## config.mk

```make
export PLATFORM = sky130hd
export DESIGN_NAME = result_display
export DESIGN_NICKNAME = d
export VERILOG_FILES = /design/src/rtl/result_display.sv
export SDC_FILE = /design/constraint.sdc
export NUM_CORES = 1
export LEC_CHECK = 0
export CORE_ASPECT_RATIO = 0.75
export CORE_MARGIN = 10
export CORE_UTILIZATION = 40
export CTS_CLUSTER_SIZE = 8
export DETAILED_ROUTE_END_ITERATION = 10
export PLACE_DENSITY_LB_ADDON = 0.1
export SYNTH_ARGS = -nofsm -noshare
export SYNTH_HDL_FRONTEND = slang
export SYNTH_SLANG_ARGS = --single-unit
export TNS_END_PERCENT = 10
```

## constraint.sdc

```tcl
create_clock -name clock -period 4.1 [get_ports clock]
set_input_delay 0.615 -clock clock [delete_from_list [all_inputs] [get_ports clock]]
set_output_delay 0.615 -clock clock [all_outputs]
set_load 0.02 [all_outputs]
```

## src/rtl/result_display.sv

```systemverilog
// rtl/result_display.sv - ALU result to six 7-segment digits via double-dabble BCD conversion
// Optional macro LEADING_ZERO_BLANK_EN blanks leading zero hundreds/tens digits.
module result_display #(
  parameter int SEG_ACTIVE_LOW = 1
) (
  input  logic       clock,
  input  logic       reset,
  input  logic       Start,
  input  logic [7:0] Value,
  input  logic       Signed,
  input  logic       Overflow,
  output logic       Busy,
  output logic       Done,
  output logic [7:0] SSegments1,
  output logic [7:0] SSegments2,
  output logic [7:0] SSegments3,
  output logic [7:0] SSegments4,
  output logic [7:0] SSegments5,
  output logic [7:0] SSegments6
);

  typedef enum logic [1:0] {IDLE, SHIFT, UPDATE} state_t;

  state_t      state, state_nxt;
  logic [7:0]  raw_q;
  logic        neg_q;
  logic        ovf_q;
  logic [19:0] dd_q;   // {hundreds, tens, units, binary}
  logic [2:0]  cnt_q;
  logic [7:0]  mag;
  logic [3:0]  units, tens, hund;
  logic [7:0]  seg1_d, seg2_d, seg3_d, seg4_d, seg5_d, seg6_d;

  function automatic logic [7:0] hex_seg(input logic [3:0] n);
    logic [7:0] p;
    case (n)
      4'h0: p = 8'hC0;  4'h1: p = 8'hF9;  4'h2: p = 8'hA4;  4'h3: p = 8'hB0;
      4'h4: p = 8'h99;  4'h5: p = 8'h92;  4'h6: p = 8'h82;  4'h7: p = 8'hF8;
      4'h8: p = 8'h80;  4'h9: p = 8'h90;  4'hA: p = 8'h88;  4'hB: p = 8'h83;
      4'hC: p = 8'hC6;  4'hD: p = 8'hA1;  4'hE: p = 8'h86;  default: p = 8'h8E;
    endcase
    return p;
  endfunction

  // Patterns are built active-low; flip them for common-cathode displays.
  function automatic logic [7:0] pol(input logic [7:0] p);
    return (SEG_ACTIVE_LOW != 0) ? p : ~p;
  endfunction

  function automatic logic [19:0] dd_step(input logic [19:0] d);
    logic [19:0] t;
    t = d;
    for (int i = 0; i < 3; i++) begin
      if (t[8+4*i +: 4] >= 4'd5) t[8+4*i +: 4] = t[8+4*i +: 4] + 4'd3;
    end
    return {t[18:0], 1'b0};
  endfunction

  assign mag   = (Signed && Value[7]) ? (~Value + 8'd1) : Value;
  assign units = dd_q[11:8];
  assign tens  = dd_q[15:12];
  assign hund  = dd_q[19:16];

  always_comb begin
    state_nxt = state;
    Busy      = (state != IDLE);
    case (state)
      IDLE:    if (Start) state_nxt = SHIFT;
      SHIFT:   if (cnt_q == 3'd7) state_nxt = UPDATE;
      UPDATE:  state_nxt = IDLE;
      default: state_nxt = IDLE;
    endcase
  end

  always_comb begin
    seg1_d = hex_seg(units);
    seg2_d = hex_seg(tens);
    seg3_d = hex_seg(hund);
`ifdef LEADING_ZERO_BLANK_EN
    if (hund == 4'd0) begin
      seg3_d = 8'hFF;
      if (tens == 4'd0) seg2_d = 8'hFF;
    end
`else
    seg3_d = hex_seg(hund);
`endif
    seg4_d = neg_q ? 8'hBF : 8'hFF;
    if (ovf_q) seg4_d[7] = 1'b0;
    seg5_d = hex_seg(raw_q[3:0]);
    seg6_d = hex_seg(raw_q[7:4]);
  end

  always_ff @(posedge clock or negedge reset) begin
    if (!reset) begin
      state      <= IDLE;
      raw_q      <= 8'd0;
      neg_q      <= 1'b0;
      ovf_q      <= 1'b0;
      dd_q       <= 20'd0;
      cnt_q      <= 3'd0;
      Done       <= 1'b0;
      SSegments1 <= pol(8'hFF);
      SSegments2 <= pol(8'hFF);
      SSegments3 <= pol(8'hFF);
      SSegments4 <= pol(8'hFF);
      SSegments5 <= pol(8'hFF);
      SSegments6 <= pol(8'hFF);
    end else begin
      state <= state_nxt;
      Done  <= 1'b0;
      case (state)
        IDLE: begin
          if (Start) begin
            raw_q <= Value;
            neg_q <= Signed & Value[7];
            ovf_q <= Overflow;
            dd_q  <= {12'd0, mag};
            cnt_q <= 3'd0;
          end
        end
        SHIFT: begin
          dd_q  <= dd_step(dd_q);
          cnt_q <= cnt_q + 3'd1;
        end
        UPDATE: begin
          SSegments1 <= pol(seg1_d);
          SSegments2 <= pol(seg2_d);
          SSegments3 <= pol(seg3_d);
          SSegments4 <= pol(seg4_d);
          SSegments5 <= pol(seg5_d);
          SSegments6 <= pol(seg6_d);
          Done       <= 1'b1;
        end
        default: ;
      endcase
    end
  end

endmodule

```

==> flow_metrics.py <==
metrics = {
    "clocking": {
        "clk_path_buf_depth": 2,
        "cts_setup_buffers": 0,
        "cts-root-buf": "clkbuf_16",
        "htree_levels": 3,
        "clk_pin_slew_ns": 0.06,
        "cts_hold_buf": 0,
        "clock_latency_ns": 0.33,
        "post_cts_resized": 0,
        "cts_buffers": 9,
        "clock-sinks": 73,
        "cts_tree": "yes",
    },
    "synth": {
        "synth_ff_type": "dfstp_2",
        "synth-compound-area-share_pct": 16.80,
        "synth_edf_count": 0,
        "synthCells": 484,
        "ys_seq_area_share_pct": 42.91,
        "synth_fa_ha_area_share_pct": 9.745,
        "yosysWarningCount": 0,
        "synth_area_per_cell_um2": 9.019,
        "synth_seq_cells": 73,
        "async_flop_share_pct": 100.0,
        "synth_mux_area_share_pct": 5.818,
        "syn_area_mm2": 0.004365,
        "synth_top_family_by_area": "compound AO/OA/AOI/OAI gates",
        "synth_simple_gate_area_share_pct": 15.53,
        "synth_cell_type_count": 41,
        "synth-xor-area-share_pct": 1.806,
    },
    "die": {
        "fp.dieH_um": 110.5,
        "rows": 32,
        "ios": 63,
        "coreArea_mm2": 0.01045,
        "design.die.area_mm2": 0.01554,
        "fp.dieW_um": 140.6,
        "initial_utilization_pct": 41.77,
    },
    "critical_path": {
        "crit_arrival_ns": 1.68,
        "crit_required_ns": 3.48,
        "worstSetupEndpointType": "output pin",
        "critPathMaxFanout": 5,
        "rrSetupSlack_ns": 2.10,
        "start_kind": "register",
        "worstSetupPathType": "register to output pin",
    },
    "placed_design": {
        "gp_congestion": 0.8166,
        "io_buffers": 51,
        "hpwlAfterDp_um": 7050,
        "dpl_cell_area_mm2": 0.004880,
    },
    "sta": {
        "max_slew_margin_pct": 38.28,
        "final_max_slew_viol_count": 0,
        "hold_viol_final": 0,
        "clock.fmax_mhz": 434.8,
        "rsz0062_at_grt": "false",
        "setup_tns_ns": 0,
        "layout_min_cycle_time_ns": 2.300,
        "finalClockSkew_ns": 0.006151,
        "tightestPinTransition_ns": 0.9233,
        "setup_viol": 0,
        "post-route-period-util_pct": 56.09,
    },
    "global_routing": {
        "gr-usage-all-layers_pct": 12.53,
        "grt_start_max_net_pins": 52,
        "grt_pass1_wl_um": 16340,
        "grt_overflow": 0,
        "grt_pass1_vias": 3239,
        "antenna_found_initial": 0,
    },
    "route": {
        "route.detailed.drc": 0,
        "drt_iter0_markers": 221,
        "dr_total_vias": 3325,
        "drtPass1Iterations": 5,
        "avgRoutedWirePerCell_um": 14.79,
        "viasPerCell": 5.023,
        "wirelength_um": 9791,
        "ant_nets": 0,
    },
    "final_layout": {
        "fin_nets": 568,
        "fillers": 994,
        "fin_area_mm2": 0.005161,
        "n_antenna_cell": 0,
        "drive_gt1_share_pct": 13.12,
        "fin_util_pct": 49.39,
        "syn2layout_area_growth_pct": 18.23,
        "final_common_cell": "nand2_1",
        "final_cell_mix": "85 x nand2_1, 70 x o21ai_0, 50 x clkdlybuf4s50_1",
    },
    "pwr": {
        "power_density_mw_per_mm2": 846.8,
        "ir_drop_mv": 0.3852,
        "finalPower_uw": 4371,
        "p_leak_uw": 0.002252,
    },
    "status": {
        "outcome": "complete, no violations",
    },
    "job": {
        "max_cap_violations": 0,
    },
    "hold_path": {
        "hold_class": "input pin to async pin",
    },
}
-- final cells by class --
type	count	area [µm²]	area share, %
Tap cell	136	170.2	3.297
Clock buffer	16	281.5	5.455
Timing Repair Buffer	55	535.5	10.38
Multi-Input combinational cell	358	2211	42.84
Inverter	24	90.09	1.745
Sequential cell	73	1873	36.29
-- sequential cells by signal, indices dropped and copies added, names as in the netlist --
name and flops:
Done 1, cnt_q 3, SSegments5 7, ovf_q 1, SSegments6 7, SSegments4 2
SSegments3 7, neg_q 1, SSegments2 7, dd_q 20, SSegments1 7, raw_q 8
state 2
-- Yosys cell counts (2+ instances only) --
master    instances  area share [%]
a22oi_1           9             1.5
clkbuf_1          4            0.34
nor2_1           26             2.2
buf_4            13             2.2
a21o_1            2            0.34
dfrtp_1          36              21
a211oi_1          4            0.69
a31oi_1           6            0.86
nor2b_1           5            0.72
nor3_1            7            0.80
mux2_2            5             1.3
a32oi_1           3            0.60
nand2b_1          7             1.0
clkbuf_2          2            0.23
nor3b_1           3            0.52
xnor2_1           8             1.6
inv_1            24             2.1
nand2_1          85             7.3
dfstp_2          37              22
o21ai_0          70             8.0
a21oi_1          27             3.1
mux2i_1          13             3.0
nand3_1          13             1.5
o31ai_1           3            0.52
buf_2            19             2.2
nand2_2           2            0.29
a21oi_2           2            0.40
ha_1             34             9.7
mux4_2            3             1.5
-- metrics by stage --
step	hold slack [ns]	worst slack, ns	std cells
floorplan	0.3194	2.611	494
global placement	0.4263	1.728	646
detailed placement	0.4459	1.677	646
CTS	0.1216	1.764	662
global route	0.1232	1.706	662
finish	0.1240	1.800	662
-- per-layer routing --
layer	global-route usage (%)	share of wire, %	vias up
met5	0	0	-
met4	3.005	0.58	0
met3	4.530	6.0	4
met2	18.37	44	65
met1	17.07	50	1548
li1	-	-	1708
-- cells by family (layout without fill, tap and decap cells) --
group	count (synthesis)	count (layout)
AND/OR/NAND/NOR	153	153
AO/OA/AOI/OAI	130	130
flip-flops	73	73
buffers and inverters	63	95
adder cells (fa/ha/maj)	34	34
multiplexers	21	21
XOR/XNOR	9	9
other	1	11
-- worst paths after layout --
check	start	end	depth (start not counted)
setup / recovery	state[0]	Busy	3
min in group clock	ovf_q	SSegments4[7]	1
setup reg to reg	state[0]	SSegments2[1]	5
hold / removal	reset	raw_q[7]	1
max in group asynchronous	reset	SSegments3[4]	2
hold reg to reg	ovf_q	SSegments4[7]	1
-- report_power, final --
group / total [µW] / leakage (µW) / internal (µW) / switching (µW)
registers: 1580 / 0.000839 / 1170 / 414
logic: 2050 / 0.00128 / 939 / 1110
clock network: 745 / 0.000137 / 461 / 284
total: 4370 / 0.00225 / 2570 / 1800
-- worst max-delay path: stages, from the launching register on --
cell,delay [ns]
dfrtp_1,0.46
inv_1,0.16
nand2_1,0.13
clkdlybuf4s50_1,0.61
Note: power is estimated with default switching activity, not from simulation.
